## src/rtl/clk_period_meter.sv

```systemverilog
// Measures the period and high time of a slow asynchronous input in system-clock
// cycles, with a one-cycle update strobe, a lock flag and a saturating timeout.
module clk_period_meter #(
    parameter int COUNT_WIDTH = 16,
    parameter int SYNC_STAGES = 2
) (
    input  logic                   clk,
    input  logic                   rst,
    input  logic                   sig_in,
    output logic [COUNT_WIDTH-1:0] period,
    output logic [COUNT_WIDTH-1:0] high_time,
    output logic                   meas_valid,
    output logic                   locked,
    output logic                   timeout
);

    localparam logic [1:0] ST_IDLE    = 2'd0;
    localparam logic [1:0] ST_MEASURE = 2'd1;
    localparam logic [1:0] ST_TIMEOUT = 2'd2;

    localparam logic [COUNT_WIDTH-1:0] CNT_MAX = '1;

    logic [SYNC_STAGES-1:0] sync_q;
    logic                   s;
    logic                   s_d;
    logic                   rise;
    logic                   fall;

    logic [1:0]             state;
    logic [COUNT_WIDTH-1:0] cnt;
    logic [COUNT_WIDTH-1:0] cnt_inc;
    logic [COUNT_WIDTH-1:0] hi_reg;
    logic                   have_prev;

    // NOTE: the synchroniser is cleared by rst as well, so no stale edge
    // left in the chain can be detected after reset is released.
    always_ff @(posedge clk) begin
        if (rst) begin
            sync_q <= '0;
            s_d    <= 1'b0;
        end else begin
            sync_q <= {sync_q[SYNC_STAGES-2:0], sig_in};
            s_d    <= s;
        end
    end

    assign s    = sync_q[SYNC_STAGES-1];
    assign rise = s & ~s_d;
    assign fall = ~s & s_d;

    // Never wraps: cnt_inc is only used while cnt is below CNT_MAX.
    assign cnt_inc = cnt + 1'b1;

    always_ff @(posedge clk) begin
        if (rst) begin
            state      <= ST_IDLE;
            cnt        <= '0;
            hi_reg     <= '0;
            have_prev  <= 1'b0;
            period     <= '0;
            high_time  <= '0;
            meas_valid <= 1'b0;
            locked     <= 1'b0;
            timeout    <= 1'b0;
        end else begin
            meas_valid <= 1'b0;
            case (state)
                ST_IDLE: begin
                    if (rise) begin
                        cnt    <= '0;
                        hi_reg <= '0;
                        state  <= ST_MEASURE;
                    end
                end
                ST_MEASURE: begin
                    if (cnt == CNT_MAX) begin
                        // Saturated: a rise arriving this cycle is discarded.
                        state     <= ST_TIMEOUT;
                        timeout   <= 1'b1;
                        locked    <= 1'b0;
                        have_prev <= 1'b0;
                    end else if (rise) begin
                        period     <= cnt_inc;
                        high_time  <= hi_reg;
                        meas_valid <= 1'b1;
                        locked     <= have_prev && (cnt_inc == period);
                        have_prev  <= 1'b1;
                        cnt        <= '0;
                        hi_reg     <= '0;
                    end else begin
                        cnt <= cnt_inc;
                        if (fall) begin
                            hi_reg <= cnt_inc;
                        end
                    end
                end
                ST_TIMEOUT: begin
                    if (rise) begin
                        timeout <= 1'b0;
                        cnt     <= '0;
                        hi_reg  <= '0;
                        state   <= ST_MEASURE;
                    end
                end
                default: begin
                    state <= ST_IDLE;
                end
            endcase
        end
    end

endmodule
```

## config.mk

```make
export PLATFORM = sky130hd
export DESIGN_NAME = clk_period_meter
export DESIGN_NICKNAME = d
export VERILOG_FILES = /design/src/rtl/clk_period_meter.sv
export SDC_FILE = /design/constraint.sdc
export NUM_CORES = 1
export LEC_CHECK = 0
export BUFFER_PORTS_ARGS = -buffer_cell sky130_fd_sc_hd__buf_4
export CORE_ASPECT_RATIO = 1.4
export CORE_UTILIZATION = 44
export DETAILED_ROUTE_END_ITERATION = 10
export GPL_ROUTABILITY_DRIVEN = 0
export GPL_TIMING_DRIVEN = 1
export PLACE_DENSITY = 0.59
export SYNTH_ARGS = -nofsm -noshare
export SYNTH_HDL_FRONTEND = slang
export SYNTH_SLANG_ARGS = --single-unit
```

## constraint.sdc

```tcl
create_clock -name clk -period 2.5 [get_ports clk]
set_input_delay 0.125 -clock clk [delete_from_list [all_inputs] [get_ports clk]]
set_output_delay 0.125 -clock clk [all_outputs]
set_load 0.005 [all_outputs]
```

======== Yosys cells after proc, flatten, opt, wreduce, memory -nomap -nowiden ========
Index checks and enable logic that the tools add are counted.
Widths: inputs -> output; s select.
operators by class
  $add $sub $neg .......................... 1
  eq/ne operators ......................... 9
  multiplexer cells ....................... 19
  bitwise logic cells ..................... 6
  reductions and logical operators ........ 13
operator list
  kind                   number
  $mux 16                6
  $pmux 16 s2            2
  $add 16x1->16 const B  1
  $eq 16x16->1           1
  $eq 16x16->1 const B   1
  $reduce_and 3->1       3
  $mux 1                 7
  $ne 2x2->1 const B     3
  $reduce_bool 2->1      3
  $mux 2                 2
  $not 1->1              4
  $pmux 2 s2             1
  $reduce_and 2->1       2
  $reduce_and 4->1       1
  $ne 3x3->1 const B     1
  $reduce_or 3->1        1
  $and 1x1->1            2
  $eq 2x1->1 const B     1
  $eq 2x2->1 const B     1
  $logic_not 2->1        1
  $ne 2x1->1 const B     1
  $pmux 1 s2             1
  $reduce_or 2->1        1
  $logic_and 1x1->1      1
storage, ports and cells
  register bits after elaboration ......... 73
  input port bits ......................... 3
  logic and storage cells ................. 59

======== Depth between registers and ports, before layout ========
Gate-level depths: netlist of the first run.
  word-level depth ........................ 6
  depth in mapped cells ................... 9
  mapped depth without buffers ............ 7

======== Worst setup path before layout of the first run ========
Ideal clock, no wire load.
  kind .................................... flip-flop to flip-flop
  from .................................... register cnt[1]
  to ...................................... register locked
  library setup time ...................... 0.084 ns
  data arrival time ....................... 2.105 ns
  required time ........................... 2.416 ns
  path slack .............................. 0.311 ns
  cell stages (with the launch flop) ...... 8
  buffers on the path ..................... 0
  cell sequence ........................... dfxtp_1 ha_1 nand3_2 nor4_4 xnor2_1 a211o_1 or4_1 o31ai_2
on the way
  word-level cells in the longest chain between the ends .. 5
  elaborated cells between the ends (all ways) .. 8
  those cells by class .................... 1 x add/sub; 2 x eq/ne; 2 x mux; 3 x reduce/logical
RTL lines
  item                      RTL line  RTL
  start: declaration        30        logic [COUNT_WIDTH-1:0] cnt;
  start signal: assignment  91        cnt <= cnt_inc;
  $add 16x1->16             52        assign cnt_inc = cnt + 1'b1;
  $eq 16x16->1              86        locked <= have_prev && (cnt_inc == period);
  $logic_and 1x1->1         86
  $mux 1                    82        end else if (rise) begin
  $mux 1                    76        if (cnt == CNT_MAX) begin
  end signal: assignment    86
  end: declaration          13        output logic locked,
Several ways; a longest one is shown, not always the timed one. The select of a mux whose other input is x is not followed.
A chain may end at the register's enable or synchronous reset.

======== Worst setup path after layout of the first run ========
Same ends and word-level chain as after synthesis.

==> results of run 1 <==
==> cell usage after synthesis, types with 2 or more instances <==
library cell / n
clkbuf_1: 25
nor2b_1: 8
a22oi_1: 2
nand2b_1: 3
and2_1: 2
nor4_4: 2
dfxtp_1: 73
clkbuf_8: 2
nand3_1: 4
and3_1: 4
xor2_1: 8
nor2_1: 55
a211oi_1: 19
or4_1: 4
a21oi_1: 63
or3_1: 5
nor3b_1: 7
nand2_1: 47
buf_4: 4
inv_1: 6
xnor2_1: 17
ha_1: 2
nand3b_1: 9
buf_2: 4
nor4_1: 5
nor3_1: 16
nand4_1: 6
o21ai_0: 20
==> cell families (layout without fill, tap and decap cells) <==
kind of cell               count (synthesis)  count (layout)  synth area share, %
xor gates and xnor gates                  26              26                 6.88
adders and majority gates                  2               2                0.709
AOI/OAI and AO/OA                        110             110                 17.8
buffers and inverters                     44              85                 6.42
DFF                                       73              73                 41.4
and+or+nand+nor                          182             182                 26.8
==> path summary, 6_finish.rpt <==
check	slack (ns)	cells past startpoint	start	end
max	0.15	7	cnt[1]	locked
min	0.37	6	rst	locked
max reg2reg	0.15	7	cnt[1]	locked
min reg2reg	0.44	1	sync_q[0]	sync_q[1]
==> per-stage QoR <==
| step | instances | util (%) | power, mW | instance area [sq um] |
|---|---|---|---|---|
| 2_1_floorplan | 437 | - | 1.27 | 3530 |
| 3_3_place_gp | 562 | 51.0 | 1.31 | 3960 |
| 3_5_place_dp | 562 | 51.0 | 1.31 | 3960 |
| 4_1_cts | 578 | 53.8 | 2.26 | 4170 |
| 5_1_grt | 578 | 53.8 | 2.31 | 4170 |
| 6_report | 578 | 53.8 | 2.24 | 4170 |
==> cell type report <==
cell class / instances / share of cell area (%)
sequential: 73 / 35.1
tap: 100 / 3.00
inverter: 6 / 0.540
clock inverter: 4 / 1.23
clock buffer: 11 / 3.63
timing repair buffer: 64 / 12.2
multi-input combinational: 320 / 44.3
==> what timing repair did <==
item / 4_1_cts / 5_1_grt
buffers inserted: 0 / 0
resized for setup: 0 / 1
hold buffers: 1 / 0
hold endpoints to repair: 1 / 0
endpoints found under the setup margin: 0 / 1
==> routing by layer <==
metal / GRT usage (%) / part of all wire [%] / vias up
met4: 13.1 / 2.9 / 0
met2: 36.1 / 47 / 77
li1: - / - / 1581
met3: 3.04 / 4.4 / 20
met1: 30.0 / 46 / 1422
met5: 0 / 0 / -
==> worst max-delay path: cells and delay by family (launching register included) <==
family                     cells  cell delay (ns)
AOI/OAI and AO/OA              2             0.46
xor gates and xnor gates       1             0.10
adders and majority gates      1             0.30
DFF                            1             0.38
and+or+nand+nor                3             1.02
==> where the power goes <==
group	internal, mW	switching, mW	leakage, nW	total (mW)
registers	1.17	0.00596	0.589	1.17
clock network	0.512	0.451	0.102	0.963
logic	0.0365	0.0688	0.816	0.105
==> impl_metrics.tcl, run 1 <==
set metrics [dict create \
    status "finished clean" \
    area_delta_synth_final_pct 18.1 \
    mostFrequentLayoutCells "dfxtp_1 (72), a21oi_1 (63), buf_4 (61)" \
    fillCellCount 739 \
    grt.overflow.total 0 \
    yosysTopAreaCell "dfxtp_1" \
    crit_required_ns 2.78 \
    cts_buffers 9 \
    grtUsageTotal_pct 22.9 \
    clock_sinks 73 \
    avgRoutedWirePerCell_um 15.5 \
    p_per_area_nw_per_um2 538 \
    drt-total-wl_um 8940 \
    drtIter0Drc 267 \
    synth-edff-count 0 \
    critPathKind "register to register" \
    synth_top_area_share_pct 41.4 \
    regArea_sq_um 1460 \
    hold_ws_ns 0.374 \
    hold_viol 0 \
    dpl.hpwl_um 6260 \
    final_common_cell "dfxtp_1" \
    ys_warn_count 0 \
    skew_ns 0.0118 \
    dieArea_sq_um 8390 \
    pre_cts_ws_ns 0.192 \
    worst_path_largest_cell_delay_ns 0.55 \
    worst_hold_path_type "input port to register" \
    maxSlewHeadroom_pct 37.4 \
    path_clk_slew_ns 0.08 \
    htree_levels 3 \
    fp.dieW_um 77.7 \
    antenna_found_initial 0 \
    port_buffers 37 \
    multi_input_area_sq_um 1850 \
    vias 3100 \
    row_count 38 \
    timing.final.crit_share_pct 93.9 \
    postRouteAntennaNets 0 \
    setup_violations 0 \
    first_pass_iters 4 \
    fin_tns_setup_ns 0 \
    cts_tree "built" \
    period_needed_ns 2.35 \
    crit_arrival_ns 2.62 \
    irDropWorstVdd_v 0.000402 \
    crit_path_end_kind "register" \
    power_leakage_nw 1.51 \
    max_cap_violations 0 \
    vias_per_cell 5.36 \
    fmax_mhz 426 \
    ys_types 43 \
    core_area_sq_um 7750 \
    async_flop_share_pct 0 \
    grt_pass1_wl_um 14900 \
    drive_gt1_share_pct 18.8 \
    die_h_um 108 \
    synth_area_sq_um 3530 \
    synthTopCellsByArea "dfxtp_1 (41%), a21oi_1 (8.9%), nor2_1 (5.8%)" \
    seq_area_frac_synth_pct 41.4 \
    grt_max_degree 74 \
    drcViolationCount 0 \
    tightest_slew_ns 0.936 \
    avgSynthCellArea_sq_um 8.08 \
    critPathLaunchType "register" \
    grt_pass1_vias 2939 \
    rsz0062_at_grt "false" \
    synth-seq-cells 73 \
    nets 479 \
    drv_slew 0 \
    syn_nets 442 \
    num_antenna_cells 0 \
    netlist_instances 437 \
    start_util_pct 45.5 \
    cts_max_path_buffers 2 \
    synth_ff_type "dfxtp_1" \
    cts_root_buf "clkbuf_8" \
    setup_slack_ns 0.153 \
    worstPathCellList "ha_1, nand3_2, nor4_4, xnor2_1, a211o_1, or4_1, o31ai_2" \
    crit_fanout 9 \
    cp_slowest_cell "or4_1" \
    clock_latency_ns 0.36 \
    ios 38 \
]
Power figures use the tool's default switching activity.
==> run 2, diff against run 1 <==
Clock period 2.5 ns to 2.3 ns, I/O delays scaled along.
==> run 2 against run 1 <==
Flip-flop and latch count unchanged. Clock skew down 0.0040 ns. Fmax up 7.8%. Global-route usage up 0.39 points. Sequential power up 9%. Final cell count up 3.1%. Sequential share of layout area down 1.2 points. Hold slack about the same. Register-to-register slack worse by 0.03 ns.
==> impl_metrics.tcl, run 2 (synthesized netlist as in run 1, its figures left out) <==
set metrics [dict create \
    status "finished clean" \
    drcViolationCount 0 \
    dpl.hpwl_um 6420 \
    intPower_mw 1.94 \
    crit_family "simple AND/OR/NAND/NOR gates" \
    setup_violations 0 \
    start_util_pct 45.5 \
    irDropWorstVdd_v 0.000416 \
    avgRoutedWirePerCell_um 15.4 \
    vias_per_cell 5.43 \
    grtUsageTotal_pct 23.3 \
    regArea_sq_um 1460 \
    die_h_um 108 \
    grt_pass1_vias 3054 \
    r2r_start "cnt[0]" \
    drive_gt1_share_pct 22.0 \
    area_delta_synth_final_pct 22.5 \
    dieArea_sq_um 8390 \
    cts_tree "built" \
    crit_arrival_ns 2.46 \
    cp.depth 8 \
    port_buffers 37 \
    row_count 38 \
    cts_buffers 9 \
    clock_sinks 73 \
    crit_required_ns 2.59 \
    cp-endpoint "cnt[8]" \
    timing.final.crit_share_pct 94.7 \
    p_clk_share_pct 45.3 \
    p_per_area_nw_per_um2 591 \
    grt_max_degree 74 \
    multi_input_area_sq_um 1850 \
    cp-startpoint "cnt[0]" \
    power_switching_mw 0.617 \
    hold_ws_ns 0.374 \
    cp_slowest_cell "or4_4" \
    fmax_mhz 459 \
    antenna_found_initial 0 \
    mostFrequentLayoutCells "buf_4 (78), dfxtp_1 (72), a21oi_1 (63)" \
    num_antenna_cells 0 \
    p_sw_share_pct 24.1 \
    postRouteAntennaNets 0 \
    skew_ns 0.00783 \
    cts_max_path_buffers 2 \
    path_clk_slew_ns 0.08 \
    power_leakage_nw 1.61 \
    worst_hold_path_type "input port to register" \
    rsz0062_at_grt "false" \
    maxSlewHeadroom_pct 48.1 \
    setup_slack_ns 0.123 \
    critPathLaunchType "register" \
    regToRegSetupSlack_ns 0.12 \
    r2r-end "cnt[8]" \
    rr_worst_depth 8 \
    fin_tns_setup_ns 0 \
    grt_pass1_wl_um 15000 \
    crit_buf_inv 1 \
    crit_fanout 7 \
    pre_cts_ws_ns 0.0257 \
    drtIter0Drc 242 \
    final_common_cell "buf_4" \
    drt-total-wl_um 9190 \
    worst_path_largest_cell_delay_ns 0.48 \
    tightest_slew_ns 0.779 \
    worstPathCellList "ha_1, nand4_1, or4_4, and2_1, nor2_1, buf_4, o21ai_0, a21oi_1" \
    fp.dieW_um 77.7 \
    htree_levels 3 \
    clock_latency_ns 0.36 \
    vias 3234 \
    critPathKind "register to register" \
    crit_path_end_kind "register" \
    first_pass_iters 4 \
    fillCellCount 761 \
    combPwrFrac_pct 4.7 \
    cts_root_buf "clkbuf_8" \
    period_needed_ns 2.18 \
    min_from "rst" \
    drv_slew 0 \
    final_util_pct 55.8 \
    max_cap_violations 0 \
    pwr-share-seq_pct 50.0 \
    ios 38 \
    grt.overflow.total 0 \
    hold_viol 0 \
    nets 496 \
    core_area_sq_um 7750 \
]
==> run 2: changes by cell type in the layout (fill, tap and decap cells not counted), sizes merged <==
cell,delta
buf,+17
bufinv,+1
inv,+2
clkbuf,-2
==> run 2: stage by stage <==
| step | total power, mW | area (sq um) | instances |
|---|---|---|---|
| floorplan | 1.38 | 3530 | 437 |
| global placement | 1.42 | 4080 | 579 |
| detailed placement | 1.42 | 4080 | 579 |
| CTS | 2.58 | 4320 | 596 |
| global route | 2.65 | 4320 | 596 |
| finish | 2.56 | 4320 | 596 |
==> run 2: final cells by class <==
cell class	instances	area share, %
timing repair buffer	81	14.7
tap	100	2.89
clock inverter	7	2.34
inverter	6	0.521
clock buffer	9	2.87
multi-input combinational	320	42.8
sequential	73	33.8
==> run 2: power groups by stage <==
stage	combinational (mW)	clock, mW	sequential [mW]
floorplan	0.0733	0	1.31
global placement	0.116	0	1.31
detailed placement	0.117	0	1.31
CTS	0.119	1.19	1.28
global route	0.132	1.24	1.28
finish	0.120	1.16	1.28
==> run 2: worst min-delay path: stages <==
cell	delay (ns)
buf_4	0.08
nand3b_1	0.10
nor4_1	0.06
nand4_1	0.12
or4_1	0.15
o31ai_2	0.06
==> run 2: metal layers <==
| layer | track usage [%] | vias up | share of wire [%] |
|---|---|---|---|
| met5 | 0 | - | 0 |
| met2 | 37.1 | 76 | 47 |
| met1 | 29.7 | 1514 | 46 |
| li1 | - | 1622 | - |
| met4 | 11.3 | 0 | 2.6 |
| met3 | 4.98 | 22 | 3.8 |
==> run 2: worst min path at each step <==
stage,end,slack [ns],cells past startpoint
after floorplan,sync_q[0],0.24,1
after global placement,sync_q[0],0.34,2
after detailed placement,sync_q[0],0.35,2
after CTS,locked,0.38,6
after global routing,locked,0.40,6
final,locked,0.37,6
==> run 2: what timing repair did <==
action	4_1_cts	5_1_grt
hold endpoints to repair	1	0
setup buffers	0	0
setup endpoints to repair	0	30
hold buffers	1	0
resized for setup	0	2
